**src/rtl/trees_pkg.sv**
```systemverilog
// Shared sizes and the loader state type for the trees accelerator host loader.
// The core dimensions live here so the loader, its counter and its interface always agree.
package trees_pkg;

    localparam int N_TREES        = 128;
    localparam int N_NODES        = 256;
    localparam int N_FEATURE      = 32;
    localparam int TREES_LEN_BITS = $clog2(N_NODES);
    localparam int TREE_IDX_BITS  = $clog2(N_TREES);
    localparam int FEAT_WORDS     = N_FEATURE / 2;
    localparam int FEAT_IDX_BITS  = $clog2(FEAT_WORDS);

    typedef enum logic [2:0] {
        IDLE     = 3'd0,
        LD_TREES = 3'd1,
        LD_FEAT  = 3'd2,
        START    = 3'd3,
        WAIT     = 3'd4,
        RESULT   = 3'd5
    } loader_state_t;

endpackage

```
**src/rtl/trees_host_loader_if.sv**
```systemverilog
// Bundle of job control, input stream, core load/start/done and result signals.
// master is the loader's view; slave is the view of everything around it.
interface trees_host_loader_if;
    import trees_pkg::*;

    logic                      go;
    logic                      cfg_load_model;
    logic [TREE_IDX_BITS:0]    cfg_n_trees;
    logic                      busy;

    logic                      in_valid;
    logic                      in_ready;
    logic [63:0]               in_data;

    logic                      load_trees;
    logic [TREE_IDX_BITS-1:0]  n_tree;
    logic [TREES_LEN_BITS-1:0] n_node;
    logic [63:0]               tree_nodes;
    logic                      load_features;
    logic [31:0]               n_feature;
    logic [63:0]               features2;

    logic                      start;
    logic                      done;
    logic signed [31:0]        prediction;

    logic                      res_valid;
    logic                      res_ready;
    logic signed [31:0]        res_data;

    modport master (
        input  go, cfg_load_model, cfg_n_trees, in_valid, in_data,
               done, prediction, res_ready,
        output busy, in_ready, load_trees, n_tree, n_node, tree_nodes,
               load_features, n_feature, features2, start, res_valid, res_data
    );

    modport slave (
        output go, cfg_load_model, cfg_n_trees, in_valid, in_data,
               done, prediction, res_ready,
        input  busy, in_ready, load_trees, n_tree, n_node, tree_nodes,
               load_features, n_feature, features2, start, res_valid, res_data
    );

endinterface

```
**src/rtl/trees_idx_counter.sv**
```systemverilog
// Two-level index counter: inner index wraps at INNER_N and bumps the outer index.
// last flags the final beat, inner at its top with outer at outer_n-1.
module trees_idx_counter #(
    parameter int INNER_N = 256,
    parameter int OUTER_W = 7,
    parameter int INNER_W = $clog2(INNER_N)
) (
    input  logic               clk,
    input  logic               rst,
    input  logic               clear,
    input  logic               step,
    input  logic [OUTER_W:0]   outer_n,
    output logic [INNER_W-1:0] inner_idx,
    output logic [OUTER_W-1:0] outer_idx,
    output logic               last
);

    logic inner_wrap;

    assign inner_wrap = (inner_idx == INNER_W'(INNER_N - 1));
    assign last       = inner_wrap && ({1'b0, outer_idx} == (outer_n - (OUTER_W + 1)'(1)));

    always_ff @(posedge clk or posedge rst) begin
        if (rst) begin
            inner_idx <= '0;
            outer_idx <= '0;
        end else if (clear) begin
            inner_idx <= '0;
            outer_idx <= '0;
        end else if (step) begin
            if (inner_wrap) begin
                inner_idx <= '0;
                outer_idx <= outer_idx + 1'b1;
            end else begin
                inner_idx <= inner_idx + 1'b1;
            end
        end
    end

endmodule

```
**src/rtl/trees_host_loader.sv**
```systemverilog
// Streams tree nodes and feature pairs into the trees core, pulses start and
// returns the prediction captured on the first done rising edge after start.
module trees_host_loader
    import trees_pkg::*;
(
    input  logic clk,
    input  logic rst,
    trees_host_loader_if.master bus
);

    loader_state_t             state, state_nxt;
    logic [TREE_IDX_BITS:0]    cfg_n_q;
    logic                      start_arm;
    logic                      done_q;
    logic                      in_rdy;
    logic                      job_go;
    logic                      tree_step;
    logic                      feat_step;
    logic                      done_rise;
    logic                      tree_last;
    logic                      feat_last;
    logic [TREES_LEN_BITS-1:0] node_idx;
    logic [TREE_IDX_BITS-1:0]  tree_idx;
    logic [FEAT_IDX_BITS-1:0]  pair_idx;
    logic                      feat_outer_unused;

    function automatic logic [TREE_IDX_BITS:0] sat_trees(input logic [TREE_IDX_BITS:0] n);
        return (n > (TREE_IDX_BITS + 1)'(N_TREES)) ? (TREE_IDX_BITS + 1)'(N_TREES) : n;
    endfunction

    assign job_go    = (state == IDLE) && bus.go;
    assign tree_step = (state == LD_TREES) && bus.in_valid && in_rdy;
    assign feat_step = (state == LD_FEAT) && bus.in_valid && in_rdy;
    assign done_rise = bus.done && !done_q;

    trees_idx_counter #(
        .INNER_N (N_NODES),
        .OUTER_W (TREE_IDX_BITS)
    ) u_tree_cnt (
        .clk       (clk),
        .rst       (rst),
        .clear     (job_go),
        .step      (tree_step),
        .outer_n   (cfg_n_q),
        .inner_idx (node_idx),
        .outer_idx (tree_idx),
        .last      (tree_last)
    );

    // Feature phase is a single "tree" of FEAT_WORDS pair beats.
    trees_idx_counter #(
        .INNER_N (FEAT_WORDS),
        .OUTER_W (1)
    ) u_feat_cnt (
        .clk       (clk),
        .rst       (rst),
        .clear     (job_go),
        .step      (feat_step),
        .outer_n   (2'd1),
        .inner_idx (pair_idx),
        .outer_idx (feat_outer_unused),
        .last      (feat_last)
    );

    always_ff @(posedge clk or posedge rst) begin
        if (rst) state <= IDLE;
        else     state <= state_nxt;
    end

    always_comb begin
        state_nxt = state;
        unique case (state)
            IDLE:     if (bus.go)
                          state_nxt = (bus.cfg_load_model && (bus.cfg_n_trees != '0)) ? LD_TREES : LD_FEAT;
            LD_TREES: if (tree_step && tree_last) state_nxt = LD_FEAT;
            LD_FEAT:  if (feat_step && feat_last) state_nxt = START;
            START:    if (start_arm) state_nxt = WAIT;
            WAIT:     if (done_rise) state_nxt = RESULT;
            RESULT:   if (bus.res_ready) state_nxt = IDLE;
            default:  state_nxt = IDLE;
        endcase
    end

    always_comb begin
        in_rdy        = (state == LD_TREES) || (state == LD_FEAT);
        bus.in_ready  = in_rdy;
        bus.start     = (state == START) && start_arm;
        bus.res_valid = (state == RESULT);
        bus.busy      = (state != IDLE);
    end

    // start_arm spends the first START cycle letting the final load strobe land.
    always_ff @(posedge clk or posedge rst) begin
        if (rst) begin
            cfg_n_q   <= '0;
            start_arm <= 1'b0;
            done_q    <= 1'b0;
        end else begin
            done_q    <= bus.done;
            start_arm <= (state == START) && !start_arm;
            if (job_go) cfg_n_q <= sat_trees(bus.cfg_n_trees);
        end
    end

    // Accepted beat -> registered core write, one cycle later
    always_ff @(posedge clk or posedge rst) begin
        if (rst) begin
            bus.load_trees    <= 1'b0;
            bus.load_features <= 1'b0;
            bus.n_tree        <= '0;
            bus.n_node        <= '0;
            bus.tree_nodes    <= '0;
            bus.n_feature     <= '0;
            bus.features2     <= '0;
            bus.res_data      <= '0;
        end else begin
            bus.load_trees    <= tree_step;
            bus.load_features <= feat_step;
            if (tree_step) begin
                bus.n_tree     <= tree_idx;
                bus.n_node     <= node_idx;
                bus.tree_nodes <= bus.in_data;
            end
            if (feat_step) begin
                bus.n_feature <= 32'({pair_idx, 1'b0});
                bus.features2 <= bus.in_data;
            end
            if ((state == WAIT) && done_rise) bus.res_data <= bus.prediction;
        end
    end

endmodule

```
**src/flat_wrapper.sv**
```systemverilog
// flat-port wrapper written by rule: the top's interface ports become plain ports
module trees_host_loader_flat import trees_pkg::*;
  (clk, rst, bus_go, bus_cfg_load_model, bus_cfg_n_trees, bus_in_valid, bus_in_data, bus_done, bus_prediction, bus_res_ready, bus_busy, bus_in_ready, bus_load_trees, bus_n_tree, bus_n_node, bus_tree_nodes, bus_load_features, bus_n_feature, bus_features2, bus_start, bus_res_valid, bus_res_data);
  trees_host_loader_if bus_i ();
  input  logic clk;
  input  logic rst;
  input wire logic [$bits(bus_i.go)-1:0] bus_go;
  input wire logic [$bits(bus_i.cfg_load_model)-1:0] bus_cfg_load_model;
  input wire logic [$bits(bus_i.cfg_n_trees)-1:0] bus_cfg_n_trees;
  input wire logic [$bits(bus_i.in_valid)-1:0] bus_in_valid;
  input wire logic [$bits(bus_i.in_data)-1:0] bus_in_data;
  input wire logic [$bits(bus_i.done)-1:0] bus_done;
  input wire logic [$bits(bus_i.prediction)-1:0] bus_prediction;
  input wire logic [$bits(bus_i.res_ready)-1:0] bus_res_ready;
  output wire logic [$bits(bus_i.busy)-1:0] bus_busy;
  output wire logic [$bits(bus_i.in_ready)-1:0] bus_in_ready;
  output wire logic [$bits(bus_i.load_trees)-1:0] bus_load_trees;
  output wire logic [$bits(bus_i.n_tree)-1:0] bus_n_tree;
  output wire logic [$bits(bus_i.n_node)-1:0] bus_n_node;
  output wire logic [$bits(bus_i.tree_nodes)-1:0] bus_tree_nodes;
  output wire logic [$bits(bus_i.load_features)-1:0] bus_load_features;
  output wire logic [$bits(bus_i.n_feature)-1:0] bus_n_feature;
  output wire logic [$bits(bus_i.features2)-1:0] bus_features2;
  output wire logic [$bits(bus_i.start)-1:0] bus_start;
  output wire logic [$bits(bus_i.res_valid)-1:0] bus_res_valid;
  output wire logic [$bits(bus_i.res_data)-1:0] bus_res_data;
  assign bus_i.go = bus_go;
  assign bus_i.cfg_load_model = bus_cfg_load_model;
  assign bus_i.cfg_n_trees = bus_cfg_n_trees;
  assign bus_i.in_valid = bus_in_valid;
  assign bus_i.in_data = bus_in_data;
  assign bus_i.done = bus_done;
  assign bus_i.prediction = bus_prediction;
  assign bus_i.res_ready = bus_res_ready;
  assign bus_busy = bus_i.busy;
  assign bus_in_ready = bus_i.in_ready;
  assign bus_load_trees = bus_i.load_trees;
  assign bus_n_tree = bus_i.n_tree;
  assign bus_n_node = bus_i.n_node;
  assign bus_tree_nodes = bus_i.tree_nodes;
  assign bus_load_features = bus_i.load_features;
  assign bus_n_feature = bus_i.n_feature;
  assign bus_features2 = bus_i.features2;
  assign bus_start = bus_i.start;
  assign bus_res_valid = bus_i.res_valid;
  assign bus_res_data = bus_i.res_data;
  trees_host_loader u_core (.clk(clk), .rst(rst), .bus(bus_i));
endmodule
```
**config.mk**
```make
export PLATFORM = sky130hd
export DESIGN_NAME = trees_host_loader_flat
export DESIGN_NICKNAME = d
export VERILOG_FILES = /design/src/rtl/trees_pkg.sv /design/src/rtl/trees_host_loader_if.sv /design/src/rtl/trees_idx_counter.sv /design/src/rtl/trees_host_loader.sv /design/src/flat_wrapper.sv
export SDC_FILE = /design/constraint.sdc
export NUM_CORES = 1
export LEC_CHECK = 0
export ABC_AREA = 1
export CAP_MARGIN = 10
export CORE_MARGIN = 4
export CORE_UTILIZATION = 40
export DETAILED_ROUTE_END_ITERATION = 16
export GPL_ROUTABILITY_DRIVEN = 0
export GPL_TIMING_DRIVEN = 0
export HOLD_SLACK_MARGIN = 0.06
export PLACE_DENSITY_LB_ADDON = 0.2
export SYNTH_ARGS = -nofsm -noshare
export SYNTH_HDL_FRONTEND = slang
export SYNTH_SLANG_ARGS = --single-unit
```
**constraint.sdc**
```tcl
create_clock -name clk -period 11 [get_ports clk]
set_input_delay 2.2 -clock clk [delete_from_list [all_inputs] [get_ports clk]]
set_output_delay 2.2 -clock clk [all_outputs]
set_load 0.01 [all_outputs]
```
# ---- After elaboration in Yosys (flattened, before gate mapping)
# Cells that the tools add are included.
dict set report totals {
  reg_bits 214
  out_inout_bits 213
  inputBits 111
  elab_cells 85
}
dict set report classes {
  n_eq_ne 14
  reduce_logical 28
  mux 21
  order_cmp 1
  n_addsub 5
}
# op n
set op_table {}
lappend op_table {{2-to-1 mux 8 bit} 4}
lappend op_table {{2-to-1 mux 7 bit} 3}
lappend op_table {{2-to-1 mux 3 bit} 6}
lappend op_table {{case mux 3 bit (6 select lines)} 1}
lappend op_table {{logical AND 1 bit} 14}
lappend op_table {{2-to-1 mux 4 bit} 3}
lappend op_table {{adder 8 x 1 -> 8 bit (second input constant)} 1}
lappend op_table {{equality test 7 x 8 -> 1 bit} 1}
lappend op_table {{equality test 8 bit (second input constant)} 1}
lappend op_table {{greater-than comparator 8 bit (second input constant)} 1}
lappend op_table {{!= test 2 x 1 -> 1 bit (second input constant)} 4}
lappend op_table {{nonzero test 2 bit} 4}
lappend op_table {{nonzero test 8 bit} 1}
lappend op_table {{subtractor 8 x 1 -> 8 bit (second input constant)} 1}
lappend op_table {{adder 7 x 1 -> 7 bit (second input constant)} 1}
lappend op_table {{equality test 3 x 2 -> 1 bit (second input constant)} 2}
lappend op_table {{equality test 3 bit (second input constant)} 2}
lappend op_table {{AND reduction 6 bit} 1}
lappend op_table {{adder 4 x 1 -> 4 bit (second input constant)} 1}
lappend op_table {{equality test 4 bit (second input constant)} 1}
lappend op_table {{!= test 2 bit (second input constant)} 2}
lappend op_table {{AND reduction 2 bit} 2}
lappend op_table {{equality test 3 x 1 -> 1 bit (second input constant)} 1}
lappend op_table {{zero test 3 bit} 1}
lappend op_table {{other kinds (7)} 10}

# ---- Depth between registers and ports, before layout
dict set report logic_depth {
  word_depth 6
  depth_mapped 14
  mapped_depth_nobuf 14
}

# ---- Cells and area by module
# From an unflattened synthesis, not the netlist that was laid out.
dict set report hier_totals {
  hier_cells 1036
  hier_area_um2 9271.4
}
# mod cells_per_inst seq_area_each_um2 area_each_um2 instances
set modules_own_cells {}
lappend modules_own_cells {trees_host_loader 827 4854.7 7836.3 1}
lappend modules_own_cells {{trees_idx_counter at u_core.u_tree_cnt} 172 375.4 1146.1 1}
lappend modules_own_cells {{trees_idx_counter at u_core.u_feat_cnt} 37 125.1 289.0 1}

# ---- Worst setup path before layout
# No wires, ideal clock.
dict set report synth_path {
  path_kind {register to output}
  from {register u_core.state[0]}
  to {output bus_res_valid}
  arrival_time_ns 0.911
  path_stages_with_launch 3
  slack_ns 7.889
  required_time_ns 8.800
  path_cell_list {dfrtp_1 inv_1 nor3_1}
}
dict set report synth_via {
  elab_chain_len 1
}
# item line
set synth_lines {}
lappend synth_lines {{from (decl)} trees_host_loader.sv:11} ;# loader_state_t state, state_nxt;
lappend synth_lines {{from (signal assigned)} trees_host_loader.sv:67} ;# else state <= state_nxt;
lappend synth_lines {{equality test 3 bit} trees_host_loader.sv:88} ;# bus.res_valid = (state == RESULT);
lappend synth_lines {{to (decl)} flat_wrapper.sv:25} ;# output wire logic [$bits(bus_i.res_valid)-1:0] bus_res_valid;
# Every way passes these cells.

# ---- Worst setup path in the final report
dict set report layout_path {
  from {register u_core.state[2]}
  to {output bus_res_valid}
}
# Same word-level chain as after synthesis.

==> results.md <==
Synthesis:
- The main flop type after synthesis is sky130_fd_sc_hd__dfrtp_1.
- The area share of the largest cell type after synthesis is 60.57%.
- The total of warnings raised by yosys is 0.
- The share of synthesized flip-flops with an asynchronous set or reset is 100.0%.
- The count of flip-flops with a built-in enable after synthesis is 0.
- Counting flops and latches in the post-synthesis netlist gives 214.
- The cell type with the largest total area after synthesis is sky130_fd_sc_hd__dfrtp_1.
- The share of the Yosys chip area taken by registers is 60.57%.
- Summing every instance area after synthesis gives 8841 um^2.
- By area the synthesized netlist is led by sky130_fd_sc_hd__dfrtp_1 (61%), sky130_fd_sc_hd__nand2_1 (9.5%), sky130_fd_sc_hd__o21ai_0 (9.2%).
- The cell count after synthesis came out at 921.
- In this run, distinct cell masters in the synthesized netlist total 35.
- The mean instance size in the synthesized netlist is 9.599 um^2.

Die:
- The y dimension of the die is 156.7 um.
- The initial utilization of the core area, before any placement, comes to 40.64%.
- The floorplan step defined a die boundary enclosing 24550 um^2.
- The number of cell rows is 54.
- The floorplan step defined a core boundary enclosing 21760 um^2.
- In this run the horizontal extent of the chip is 156.7 um.
- For this design the top-level I/O count stands at 324.

Placed design:
- Once detailed placement completed, the half-perimeter wirelength came to 19.19 mm.
- The number of placed instances with taps included is 1525.
- The count of port buffers added during placement is 295.
- After detailed placement, the total cell area comes to 12310 um^2.
- The worst setup slack after placement is 7.088 ns.

Power and ir drop:
- The switching power share of the total is 34.28%.
- The power per unit of standard cell area is 275.8 nW/um^2.
- IR analysis of the VDD net gives a maximum drop of 0.1302 mV.
- The net load switching power is 1.234 mW.
- The internal power of the cells totals 2.367 mW.
- In this run the static leakage power is 6.215 nW.
- The clock network accounts for 21.4% of the total power.
- The overall power of the completed layout is 3.601 mW.
- In this run, flip-flops and latches consume 36.5% of the power.
- The logic gate share of total power is 42.1%.

Clock network:
- In this run the number of H-tree levels came out at 1.
- The largest buffer count on any clock path is 3.
- The total clock sinks is 214.
- TritonCTS built the clock tree.
- After clock tree synthesis, the clock-pin slew on the worst setup and hold paths is 0.06 ns.
- The count of instances resized after the clock tree is built is 0.
- The clock reaches the later pin of the worst-skew pair after 0.50 ns.
- Hold repair after CTS inserted 0 buffers.
- The buffers inserted during post-CTS setup optimization is 0.
- The clock root buffer is sky130_fd_sc_hd__clkbuf_16.
- Clock tree synthesis inserted a total of 24 buffers.

Setup path:
- In this run the critical register-to-register path is launched from u_core.cfg_n_q[0].
- STA puts the critical path data required time at 8.80 ns.
- For the worst flop-to-flop path, the logic depth is 13.
- On the critical path, the stage with the largest delay is an instance of sky130_fd_sc_hd__clkdlybuf4s50_1.
- The worst register-to-register path ends at u_core.state[0].
- Of all nets on the critical path, the largest fanout is 7.
- STA classifies the critical path startpoint as a flop.
- STA classifies the critical path endpoint as an output pin.
- STA puts the critical path data arrival time at 2.05 ns.
- In this design, the largest share of critical-path delay is due to buffers and inverters.
- The type of the worst setup path is flop to output pin.
- The biggest cell delay along the critical path is 0.62 ns.
- Walking the worst path, the cells encountered are inv_1 > nor3_1 > clkdlybuf4s50_1.
- In this run the register-to-register setup slack is 9.20 ns.
- The count of buffer and inverter cells on the critical path is 2.

Global routing:
- The first global-routing pass estimated 39.26 mm of wire.
- Across every metal layer, demand over resource in global routing totals 19.92%.
- The number of antenna violations at the first check in global routing came to 0.
- The sum of overflow across all layers after global routing is 0.
- Entering global routing, the biggest net connects 87 pins.
- The number of global-route vias before repair came to 7172.

Worst hold path:
- The min-delay analysis places its worst path in the category flop to flop.
- The worst hold path begins at u_core.start_arm.
- The cell count of the worst hold path is 1.
- The sink of the worst hold path is u_core.start_arm.

Detailed routing:
- The wire length per cell is 16.33 um.
- Summing over every cut layer, the via total after detailed routing is 7378.
- In the routed layout, each cell is associated on average with a via count of 4.717.
- The number of iterations in the first detailed-routing pass is 5.
- The post-detailed-routing wire length is 25.54 mm.
- The number of routed nets with antenna violations is 0.
- The remaining routing DRC violations is 0.
- For this block, the initial DRC count from the detailed router was 331.

Layout:
- In the layout the commonest cells are sky130_fd_sc_hd__clkdlybuf4s50_1 (295), sky130_fd_sc_hd__nand2_1 (223), sky130_fd_sc_hd__dfrtp_1 (214), sky130_fd_sc_hd__o21ai_0 (162), sky130_fd_sc_hd__inv_1 (104).
- The area of the multi-input gates is 2784 um^2.
- For this run, the share of the core covered by cells in the final layout is 60.01%.
- Registers take 5355 um^2.
- The final layout net count is 1386.
- Summing all non-filler instances in the final layout gives an area of 13060 um^2.
- The most common cell after layout, fill and taps aside is sky130_fd_sc_hd__clkdlybuf4s50_1.
- The total of fill cells in the finished design is 1856.
- The number of diodes is 0.
- Compared with the post-synthesis result, the final layout area differs by 47.68%.
- The share of cells above drive strength 1 is 10.44%.
- The final standard cell count with taps included and fillers excluded is 1564.

Timing:
- After layout, the minimum clock period comes to 4.251 ns.
- The share of the cycle needed by the critical path after routing is 38.64%.
- The hold violation total from the final report is 0.
- For this run, the top clock speed supported by timing is 0.2352 GHz.
- For the final database, setup skew stands at 0.007856 ns.
- Setup repair after global routing left no endpoint under its margin.
- The number of setup violations in the final report is 0.
- The count of pins over their slew limit was 0.
- Setup slack closes at 6.749 ns.
- The transition time of the tightest slew-check pin is 0.5249 ns.
- The worst-case headroom to the max-slew limit is 65.01%.

Outcome:
- The flow ran to the end, and the final reports show no timing, DRC or antenna violations.

Flow run:
- The max capacitance violation total is 0.
## final cells by class
cell class / instances / area share, %
sequential: 214 / 41.02
clock inverter: 4 / 0.3450
multi-input combinational: 557 / 21.32
buffer: 66 / 2.942
timing repair buffer: 297 / 23.04
inverter: 111 / 3.268
tap: 280 / 2.683
clock buffer: 35 / 5.386
## logic make-up (layout without fill, tap and decap cells)
logic type,count (synthesis),in the layout,synth area share (%)
AO/OA/AOI/OAI,180,180,10.56
AND/OR/NAND/NOR,308,308,14.61
other,1,28,0.04242
buffers and inverters,177,513,9.086
flip-flops,214,214,60.57
XOR/XNOR,5,5,0.4953
adder cells (fa/ha/maj),4,4,0.5661
multiplexers,32,32,4.076
## synthesized netlist by cell type (2+ instances only)
master and number:
sky130_fd_sc_hd__nand2_1 223, sky130_fd_sc_hd__dfrtp_1 214, sky130_fd_sc_hd__o21ai_0 162, sky130_fd_sc_hd__inv_1 105, sky130_fd_sc_hd__mux2_2 32, sky130_fd_sc_hd__nor2_1 32
sky130_fd_sc_hd__nand3_1 31, sky130_fd_sc_hd__buf_4 30, sky130_fd_sc_hd__clkbuf_1 22, sky130_fd_sc_hd__buf_2 13, sky130_fd_sc_hd__a21oi_1 9, sky130_fd_sc_hd__nor2_2 5
sky130_fd_sc_hd__nor3_1 5, sky130_fd_sc_hd__xor2_1 5, sky130_fd_sc_hd__ha_1 4, sky130_fd_sc_hd__inv_2 4, sky130_fd_sc_hd__nand4_1 3, sky130_fd_sc_hd__nand2_2 2
sky130_fd_sc_hd__nor2_4 2, sky130_fd_sc_hd__o211ai_1 2, sky130_fd_sc_hd__o22ai_1 2
## how the worst max path moves through the flow
stage               startpoint                        to  cells after the start
2_1_floorplan              rst   u_core.bus.features2[0]                      1
3_3_place_gp               rst      u_core.bus.n_tree[1]                      2
3_5_place_dp      bus_in_valid  u_core.bus.tree_nodes[3]                      5
4_1_cts        u_core.state[0]             bus_res_valid                      3
5_1_grt        u_core.state[0]             bus_res_valid                      3
6_report       u_core.state[2]             bus_res_valid                      3
## per-stage QoR
| step | setup TNS [ns] | hold WS [ns] |
|---|---|---|
| 2_1_floorplan | 0 | 0.4223 |
| 3_3_place_gp | -25.32 | 0.4315 |
| 3_5_place_dp | 0 | 0.4399 |
| 4_1_cts | 0 | 0.4490 |
| 5_1_grt | 0 | 0.4951 |
| 6_report | 0 | 0.4454 |
## flip-flops by register name (all words and copies together), names as in the netlist, 3 cells and up
register and flops:
u_core.bus.n_tree 7, u_core.bus.n_feature 4, u_core.u_tree_cnt.inner_idx 8, u_core.bus.res_data 32, u_core.cfg_n_q 8, u_core.u_tree_cnt.outer_idx 7, u_core.u_feat_cnt.inner_idx 4, u_core.state 3
u_core.bus.features2 64, u_core.bus.n_node 8, u_core.bus.tree_nodes 64
## worst reg2reg max path, delay by kind of cell, from the launching register on
kind	cells	cell delay (ns)
simple gates	11	0.86
flops	1	0.37
fa+ha+maj	1	0.28
buf+inv	1	0.16
## routing by layer
layer | global-route usage [%] | routed length (um) | vias up
li1 | - | - | 3579
met2 | 34.20 | 12750 | 251
met4 | 5.620 | 626 | 0
met3 | 2.821 | 1577 | 36
met5 | 0 | 0 | -
met1 | 26.50 | 10590 | 3512
## power groups by stage
stage	registers (mW)	logic (mW)	clock network, mW
floorplan	1.45	0.533	0
global placement	1.32	1.51	0
detailed placement	1.33	1.54	0
CTS	1.31	1.54	0.787
global route	1.36	1.67	0.821
finish	1.31	1.52	0.769
Power figures use the tool's default switching activity.
